--- config.mk ---
export PLATFORM = sky130hd
export DESIGN_NAME = projectile_scheduler
export DESIGN_NICKNAME = d
export VERILOG_FILES = /design/src/rtl/projectile_scheduler.sv
export SDC_FILE = /design/constraint.sdc
export NUM_CORES = 1
export LEC_CHECK = 0
export CORE_MARGIN = 8
export CORE_UTILIZATION = 45
export CTS_CLUSTER_DIAMETER = 60
export CTS_CLUSTER_SIZE = 40
export DETAILED_ROUTE_END_ITERATION = 10
export GPL_TIMING_DRIVEN = 0
export PLACE_DENSITY = 0.8
export SKIP_CTS_REPAIR_TIMING = 1
export SLEW_MARGIN = 20
export SYNTH_ARGS = -nofsm -noshare
export SYNTH_HDL_FRONTEND = slang
export SYNTH_SLANG_ARGS = --single-unit
--- constraint.sdc ---
create_clock -name Clk -period 3.41 [get_ports Clk]
set_input_delay 0.682 -clock Clk [delete_from_list [all_inputs] [get_ports Clk]]
set_output_delay 0.682 -clock Clk [all_outputs]
set_load 0.03 [all_outputs]
--- src/rtl/projectile_scheduler.sv ---
// Projectile slot pool: edge-detected shoot requests, round-robin arbitration,
// per-shooter frame cooldown, per-owner slot limits and saturating hit counters.
module projectile_scheduler #(
    parameter int         NUM_SLOTS       = 4,
    parameter int         MAX_PER_OWNER   = 2,
    parameter int         COOLDOWN_FRAMES = 15,
    parameter logic [9:0] X_OFFSET        = 10'd16,
    parameter logic [9:0] X_MAX           = 10'd639
) (
    input  logic                 Clk,
    input  logic                 Reset_n,
    input  logic                 frame_clk,
    input  logic                 enable,
    input  logic                 p_shoot,
    input  logic                 n_shoot,
    input  logic [9:0]           p_x,
    input  logic [9:0]           p_y,
    input  logic [9:0]           n_x,
    input  logic [9:0]           n_y,
    input  logic [NUM_SLOTS-1:0] slot_hit,
    input  logic [NUM_SLOTS-1:0] slot_offscreen,
    output logic [NUM_SLOTS-1:0] slot_launch,
    output logic [9:0]           launch_x,
    output logic [9:0]           launch_y,
    output logic                 launch_dir,
    output logic [NUM_SLOTS-1:0] slot_active,
    output logic [NUM_SLOTS-1:0] slot_owner,
    output logic                 p_ready,
    output logic                 n_ready,
    output logic [3:0]           p_hits,
    output logic [3:0]           n_hits
);
    localparam int               CNT_W   = $clog2(NUM_SLOTS + 1);
    localparam logic [CNT_W-1:0] MAX_CNT = CNT_W'(MAX_PER_OWNER);
    localparam logic [5:0]       CD_LOAD = 6'(COOLDOWN_FRAMES);

    typedef enum logic [1:0] {S_FREE, S_LAUNCH, S_ACTIVE} slot_state_t;
    slot_state_t state      [NUM_SLOTS];
    slot_state_t state_next [NUM_SLOTS];

    logic             fs_meta, fs_sync, fs_prev, tick;
    logic             run, en_prev;
    logic             p_shoot_prev, n_shoot_prev;
    logic             p_pend, n_pend, rr;
    logic [5:0]       p_cd, n_cd;
    logic [CNT_W-1:0] p_cnt, n_cnt, p_hit_cnt, n_hit_cnt;
    logic             grant_any, grant_owner, slot_found, do_grant;
    logic [NUM_SLOTS-1:0] grant_vec;
    logic [10:0]      p_sum;
    logic [9:0]       spawn_x, spawn_y;
    logic [7:0]       p_hits_sum, n_hits_sum;

    for (genvar gi = 0; gi < NUM_SLOTS; gi++) begin : g_active
        assign slot_active[gi] = (state[gi] != S_FREE);
    end

    // Occupancy per owner (LAUNCH counts as occupied) and this cycle's scoring hits.
    always_comb begin
        p_cnt     = '0;
        n_cnt     = '0;
        p_hit_cnt = '0;
        n_hit_cnt = '0;
        for (int i = 0; i < NUM_SLOTS; i++) begin
            if (state[i] != S_FREE) begin
                if (slot_owner[i]) n_cnt = n_cnt + CNT_W'(1);
                else               p_cnt = p_cnt + CNT_W'(1);
            end
            if (state[i] == S_ACTIVE && slot_hit[i]) begin
                if (slot_owner[i]) n_hit_cnt = n_hit_cnt + CNT_W'(1);
                else               p_hit_cnt = p_hit_cnt + CNT_W'(1);
            end
        end
    end

    assign p_ready = run & enable & (p_cd == 6'd0) & (p_cnt < MAX_CNT) & ~p_pend;
    assign n_ready = run & enable & (n_cd == 6'd0) & (n_cnt < MAX_CNT) & ~n_pend;

    always_comb begin
        grant_any   = enable & (p_pend | n_pend);
        grant_owner = 1'b0;
        if (p_pend & n_pend) grant_owner = rr;
        else if (n_pend)     grant_owner = 1'b1;
        grant_vec  = '0;
        slot_found = 1'b0;
        for (int i = 0; i < NUM_SLOTS; i++) begin
            if (!slot_found && state[i] == S_FREE) begin
                grant_vec[i] = 1'b1;
                slot_found   = 1'b1;
            end
        end
    end

    assign do_grant = grant_any & slot_found;

    // 11-bit sum so the player clamp sees overflow past 1023 as well.
    assign p_sum = {1'b0, p_x} + {1'b0, X_OFFSET};

    always_comb begin
        if (grant_owner) begin
            spawn_x = (n_x < X_OFFSET) ? 10'd0 : n_x - X_OFFSET;
            spawn_y = n_y;
        end else begin
            spawn_x = (p_sum > {1'b0, X_MAX}) ? X_MAX : p_sum[9:0];
            spawn_y = p_y;
        end
    end

    always_comb begin
        for (int i = 0; i < NUM_SLOTS; i++) begin
            state_next[i] = state[i];
            if (!enable) begin
                state_next[i] = S_FREE;
            end else begin
                case (state[i])
                    S_FREE:   if (do_grant && grant_vec[i]) state_next[i] = S_LAUNCH;
                    S_LAUNCH: state_next[i] = S_ACTIVE;
                    S_ACTIVE: if (slot_hit[i] || slot_offscreen[i]) state_next[i] = S_FREE;
                    default:  state_next[i] = S_FREE;
                endcase
            end
        end
    end

    always_ff @(posedge Clk or negedge Reset_n) begin
        if (!Reset_n) begin
            for (int i = 0; i < NUM_SLOTS; i++) state[i] <= S_FREE;
        end else begin
            for (int i = 0; i < NUM_SLOTS; i++) state[i] <= state_next[i];
        end
    end

    assign p_hits_sum = 8'(p_hits) + 8'(p_hit_cnt);
    assign n_hits_sum = 8'(n_hits) + 8'(n_hit_cnt);

    always_ff @(posedge Clk or negedge Reset_n) begin
        if (!Reset_n) begin
            fs_meta      <= 1'b0;
            fs_sync      <= 1'b0;
            fs_prev      <= 1'b0;
            tick         <= 1'b0;
            run          <= 1'b0;
            en_prev      <= 1'b0;
            p_shoot_prev <= 1'b0;
            n_shoot_prev <= 1'b0;
            p_pend       <= 1'b0;
            n_pend       <= 1'b0;
            rr           <= 1'b0;
            p_cd         <= 6'd0;
            n_cd         <= 6'd0;
            slot_launch  <= '0;
            launch_x     <= 10'd0;
            launch_y     <= 10'd0;
            launch_dir   <= 1'b0;
            slot_owner   <= '0;
            p_hits       <= 4'd0;
            n_hits       <= 4'd0;
        end else begin
            fs_meta      <= frame_clk;
            fs_sync      <= fs_meta;
            fs_prev      <= fs_sync;
            tick         <= fs_sync & ~fs_prev;
            run          <= 1'b1;
            en_prev      <= enable;
            p_shoot_prev <= p_shoot;
            n_shoot_prev <= n_shoot;
            slot_launch  <= do_grant ? grant_vec : '0;

            if (do_grant) begin
                launch_x   <= spawn_x;
                launch_y   <= spawn_y;
                launch_dir <= grant_owner;
                for (int i = 0; i < NUM_SLOTS; i++) begin
                    if (grant_vec[i]) slot_owner[i] <= grant_owner;
                end
                if (p_pend & n_pend) rr <= ~rr;
            end

            if (!enable) begin
                p_pend <= 1'b0;
                n_pend <= 1'b0;
                p_cd   <= 6'd0;
                n_cd   <= 6'd0;
            end else begin
                if (do_grant && !grant_owner)       p_pend <= 1'b0;
                else if (p_shoot && !p_shoot_prev && p_ready) p_pend <= 1'b1;
                if (do_grant && grant_owner)        n_pend <= 1'b0;
                else if (n_shoot && !n_shoot_prev && n_ready) n_pend <= 1'b1;

                if (do_grant && !grant_owner)       p_cd <= CD_LOAD;
                else if (tick && p_cd != 6'd0)      p_cd <= p_cd - 6'd1;
                if (do_grant && grant_owner)        n_cd <= CD_LOAD;
                else if (tick && n_cd != 6'd0)      n_cd <= n_cd - 6'd1;
            end

            // Counts survive a battle end and clear on the next enable rise.
            if (enable && !en_prev) begin
                p_hits <= 4'd0;
                n_hits <= 4'd0;
            end else if (enable) begin
                p_hits <= (p_hits_sum > 8'd15) ? 4'd15 : p_hits_sum[3:0];
                n_hits <= (n_hits_sum > 8'd15) ? 4'd15 : n_hits_sum[3:0];
            end
        end
    end
endmodule

* Yosys cells after proc, flatten, opt, wreduce, memory -nomap -nowiden
Cells that the tools add are included.
Widths: inputs -> output; s select.
** Operators by class
- $add $sub $neg :: 18
- Multipliers :: 0
- Divide/modulo/power cells :: 0
- $lt $le $gt $ge :: 6
- Eq/ne operators :: 20
- Shift operators :: 0
- Mux-type cells :: 78
- Bitwise gates (word level) :: 16
- Reductions and logical operators :: 53
** Operators by type and width (count)
- $mux 3 :: 26
- $mux 10 :: 4
- $add 3x1->3 const B :: 12
- $mux 6 :: 6
- $mux 4 :: 7
- $mux 2 :: 12
- $ne 3x2->1 const B :: 8
- $pmux 2 s3 :: 4
- $logic_and 1x1->1 :: 20
- $mux 1 :: 19
- $reduce_and 2->1 :: 9
- $logic_not 6->1 :: 2
- $ne 3x1->1 const B :: 4
- $reduce_bool 6->1 :: 2
- $sub 6x1->6 const B :: 2
- $add 10x5->11 const B :: 1
- $and 1x1->1 :: 11
- $gt 11x10->1 const B :: 1
- $add 4x3->5 :: 2
- $gt 5x4->1 const B :: 2
- $lt 10x5->1 const B :: 1
- $reduce_bool 2->1 :: 5
- $sub 10x5->10 const B :: 1
- $eq 2x1->1 const B :: 4
- other kinds (7) :: 26
** Word-level totals
- Bits in registers :: 68
- Latch bits :: 0
- Memory bits (writable) :: 0
- Memory bits (read-only) :: 0
- Input port bits :: 54
- Output and inout bits :: 43
- Word-level logic and storage cells :: 218
- Memories kept :: 0

* Longest topological paths before layout
- Depth after elaboration :: 18
- Mapped depth :: 14

* Worst setup path before layout
No wires, ideal clock.
- Path kind :: reg2out
- Start :: register state[7] (netlist bit)
- End :: output port n_ready
- Arrival time :: 3.541 ns
- Data required time :: 2.728 ns
- Slack :: -0.813 ns
- Stages on the path, launching flop included :: 13
- Path buffers :: 0
- Cells stage by stage :: dfrtp_1 > nor2_1 > inv_1 > and2_1 > ha_1 > mux2_2 > ha_1 > mux2_2 > ha_1 > nor2b_1 > nor2_1 > o221a_2 > nor3_1
** Between the ends
- Longest elaborated chain between the ends :: 14
** Ends and longest elaborated chain
- start: declaration :: RTL line 38 : slot_state_t state [NUM_SLOTS];
- $reduce_bool 2->1 (*)
- via slot_active[0] :: RTL line 26 : output logic [NUM_SLOTS-1:0] slot_active,
- $mux 3 (*) :: RTL line 64 : if (state[i] != S_FREE) begin
- $add 3x1->3 :: RTL line 65 : if (slot_owner[i]) n_cnt = n_cnt + CNT_W'(1);
- $mux 3 :: RTL line 65
- $mux 3 (*) :: RTL line 64
- $add 3x1->3 :: RTL line 65
- $mux 3 :: RTL line 65
- $mux 3 (*) :: RTL line 64
- $add 3x1->3 :: RTL line 65
- $mux 3 :: RTL line 65
- $mux 3 (*) :: RTL line 64
- $lt 3x2->1 (*) :: RTL line 76 : assign n_ready = run & enable & (n_cd == 6'd0) & (n_cnt < MAX_CNT) & ~n_pend;
- $and 1x1->1 (*) (2 in a row) :: RTL line 76
- end: declaration :: RTL line 29 : output logic n_ready,
The timed path passes the listed nets; every way through them passes the cells marked *.

* Worst setup path in the final report
- Start :: register state[7] (netlist bit)
- End :: output port n_ready
** Between the ends
- Longest elaborated chain between the ends :: 14
** Ends and longest elaborated chain (RTL line)
- $reduce_bool 2->1 (*) :: 64
- $mux 3 (*) :: 64
- $add 3x1->3 :: 65
- $mux 3 :: 65
- $mux 3 (*) :: 64
- $add 3x1->3 :: 65
- $mux 3 :: 65
- $mux 3 (*) :: 64
- $add 3x1->3 :: 65
- $mux 3 :: 65
- $mux 3 (*) :: 64
- $lt 3x2->1 (*) :: 76
- $and 1x1->1 (*) (2 in a row) :: 76
Mark *: on every way between the ends. The rest lies on a longest branch, timed or not.

==> impl_metrics.yaml <==
floorplan:
  die_width_um: 110
  die_h_um: 110
  fp-row-count: 34
  core_um2: 8680
  design.die.area_um2: 12200
  start_util_pct: 46.1
  io_pins: 97
drt:
  drtAntennaViolNets: 0
  drc: 0
  vias: 3710
  routedWlPerCell_um: 18.5
  drtIter0Drc: 212
  routed_wl_mm: 12.0
  drt_first_pass_iters: 4
  vias_per_cell: 5.70
setup_path:
  required_ns: 2.73
  setup.worst_path.start_class: "register"
  cp-end-kind: "output pin"
  crit_chain: "nor2_4 > inv_4 > and2_4 > ha_4 > mux2_4 > ha_4 > mux2_4 > ha_4 > nor2b_4 > nor2_2 > o221a_2 > nor3_4 > buf_6"
  path_class: "reg -> out"
  path_buf_inv: 2
  critPathSlowestCell: "dfrtp_2"
  crit_path_frequent_cell: "ha_4"
  crit_family: "simple AND/OR/NAND/NOR gates"
  path_max_fanout: 5
  worstPathArrival_ns: 3.21
  cp_slowest_stage_delay_ns: 0.47
clocking:
  insertion_delay_ns: 0.35
  cts_tree: "yes"
  cts_buffer_depth: 2
  clk_root_buffer_cell: "clkbuf_8"
  cts_buffers: 9
  htree_levels: 3
  clock-sinks: 68
  clkTransAtPathRegs_ns: 0.07
hold_path:
  hold_class: "in -> async"
power:
  p_sw_uw: 1150
  p_int_uw: 1960
  ir_drop_mv: 0.379
  p_per_area_nw_per_um2: 544
  p_seq_share_pct: 36.4
  p_leak_uw: 0.00254
  swShare_pct: 36.9
  comb_power_share_pct: 42.6
  clockPowerShare_pct: 20.9
final_layout:
  multi_input_comb_area_um2: 2400
  n_antenna_cell: 0
  seqCellArea_um2: 1700
  synthToLayoutAreaGrowth_pct: 43.0
  nets: 620
  drive_gt1_share_pct: 17.3
  stdcell_area_um2: 5720
  n_fill_cell: 674
synthesis:
  ys.flop_type: "dfrtp_1"
  synth_common_cells: "68 x dfrtp_1, 43 x nor2_1, 32 x nand2_1"
  yosysMostFrequentCell: "dfrtp_1"
  syn_inst: 412
  ys_seq_area_share_pct: 42.6
  syn-num-nets: 493
  yosys.area.top_type_share_pct: 42.6
  ys_warn_count: 0
  ys_seq_elements: 68
  synth.largest_area_cell: "dfrtp_1"
  syn_area_um2: 4000
  synth_area_leaders: "dfrtp_1 43%, ha_1 7.8%, a221o_1 4.3%"
  synth_edf_count: 0
  async_flop_share_pct: 100
  syn_avg_cell_area_um2: 9.71
  synthDistinctLibCells: 52
timing:
  relSlewSlack_pct: 48.7
  slew_viol_final: 0
  hold_viol: 0
  worst_pin_slew_ns: 0.764
  max_freq_mhz: 257
  hold_ws_ns: 0.200
  rsz0062_at_grt: "yes"
  setup_viol: 10
  finClkSkew_ns: 0.00557
  finalCritPeriodShare_pct: 114
  timing.final.ws_setup_ns: -0.486
  period_needed_ns: 3.90
placement:
  post-dp-hpwl_mm: 8.60
  place_area_um2: 5230
  pre_cts_ws_ns: -0.766
  numPortBuffers: 96
  place_congestion: 0.896
outcome:
  outcome: "complete, but fails checks"
  failed_checks: "negative setup slack"
run:
  cap_violations: 0
grt:
  grt_max_degree: 53
  grt_use_total_pct: 18.6
  grt_first_pass_wirelength_mm: 17.7
  grt-ovfl-total: 0
  antenna_found_initial: 0
  grt_pass1_vias: 3722
[layout by cell type (no fill, tap or decap), types with 4 or more instances in the layout]
master and instances:
ha_4 9, xor2_1 11, mux2_4 10, ha_1 16
o211ai_1 8, a21oi_1 18, a221o_1 17, mux2_2 4
nor2_1 38, nand2b_1 8, clkbuf_8 10, buf_4 15
nor3_1 13, buf_6 7, buf_2 5, xnor2_1 17
nor2b_1 6, clkdlybuf4s50_1 92, dfrtp_1 66, a31oi_1 5
o21ai_0 6, o21ai_1 11, nand4_1 5, clkbuf_1 12
nand2_1 30, nor4_1 6, nor2_2 4, inv_1 21
nand3_1 8
[final timing paths]
check	startpoint	to	slack, ns	depth (start not counted)
min	Reset_n	slot_launch[1]	0.20	1
max in group asynchronous	Reset_n	rr	2.67	2
max reg2reg	state[6]	p_hits[0]	-0.32	15
min in group Clk	fs_meta	fs_sync	0.35	0
min reg2reg	fs_meta	fs_sync	0.35	0
max	state[7]	n_ready	-0.49	13
[logic make-up after synthesis]
group	count (synthesis)	synth area share, %
AO/OA/AOI/OAI	91	16.5
XOR/XNOR	28	6.13
adder cells (fa/ha/maj)	27	8.82
buffers and inverters	36	3.54
flip-flops	68	42.6
multiplexers	16	4.44
other	1	0.0938
AND/OR/NAND/NOR	145	17.9
[metrics by stage]
stage / power [µW] / instances / TNS, ns / utilization (%)
2_1_floorplan: 1890 / 412 / -0.183 / -
5_1_grt: 3280 / 651 / -3.67 / 65.9
3_5_place_dp: 2410 / 617 / -6.98 / 60.3
4_1_cts: 3070 / 632 / -4.88 / 62.4
6_report: 3110 / 651 / -2.73 / 65.9
3_3_place_gp: 2370 / 616 / -48.82 / 60.0
[area by class of cell]
class                   instances  share of cell area [%]
plain buffers                  14                    1.03
clock buffers                  13                    2.60
clock inverters                 2                   0.613
inverters                      22                    1.49
multi-input cells             308                    42.0
flip-flops and latches         68                    29.8
well taps                     108                    2.36
repair buffers                116                    20.1
[sequential cells by signal, indices dropped and copies added, names as in the netlist, 4 cells and up]
register,flops
p_hits,4
n_cd,6
slot_owner,4
slot_launch,4
launch_y,10
p_cd,6
state,8
launch_x,10
n_hits,4
[power by group through the flow]
stage                     logic (µW)  registers, µW  clock network (µW)
after floorplan                  519           1370                   0
after global placement          1240           1140                   0
after detailed placement        1280           1140                   0
after CTS                       1280           1130                 660
after global routing            1420           1150                 707
final                           1330           1130                 651
[layer usage]
metal  global-route usage (%)  up-vias  part of all wire [%]
met4                     7.90        0                   1.8
met2                     32.0      137                    52
li1                         -     1734                     -
met1                     21.1     1822                    40
met3                     5.17       17                   6.3
met5                        0        -                     0
(Power assumes the default switching activity.)
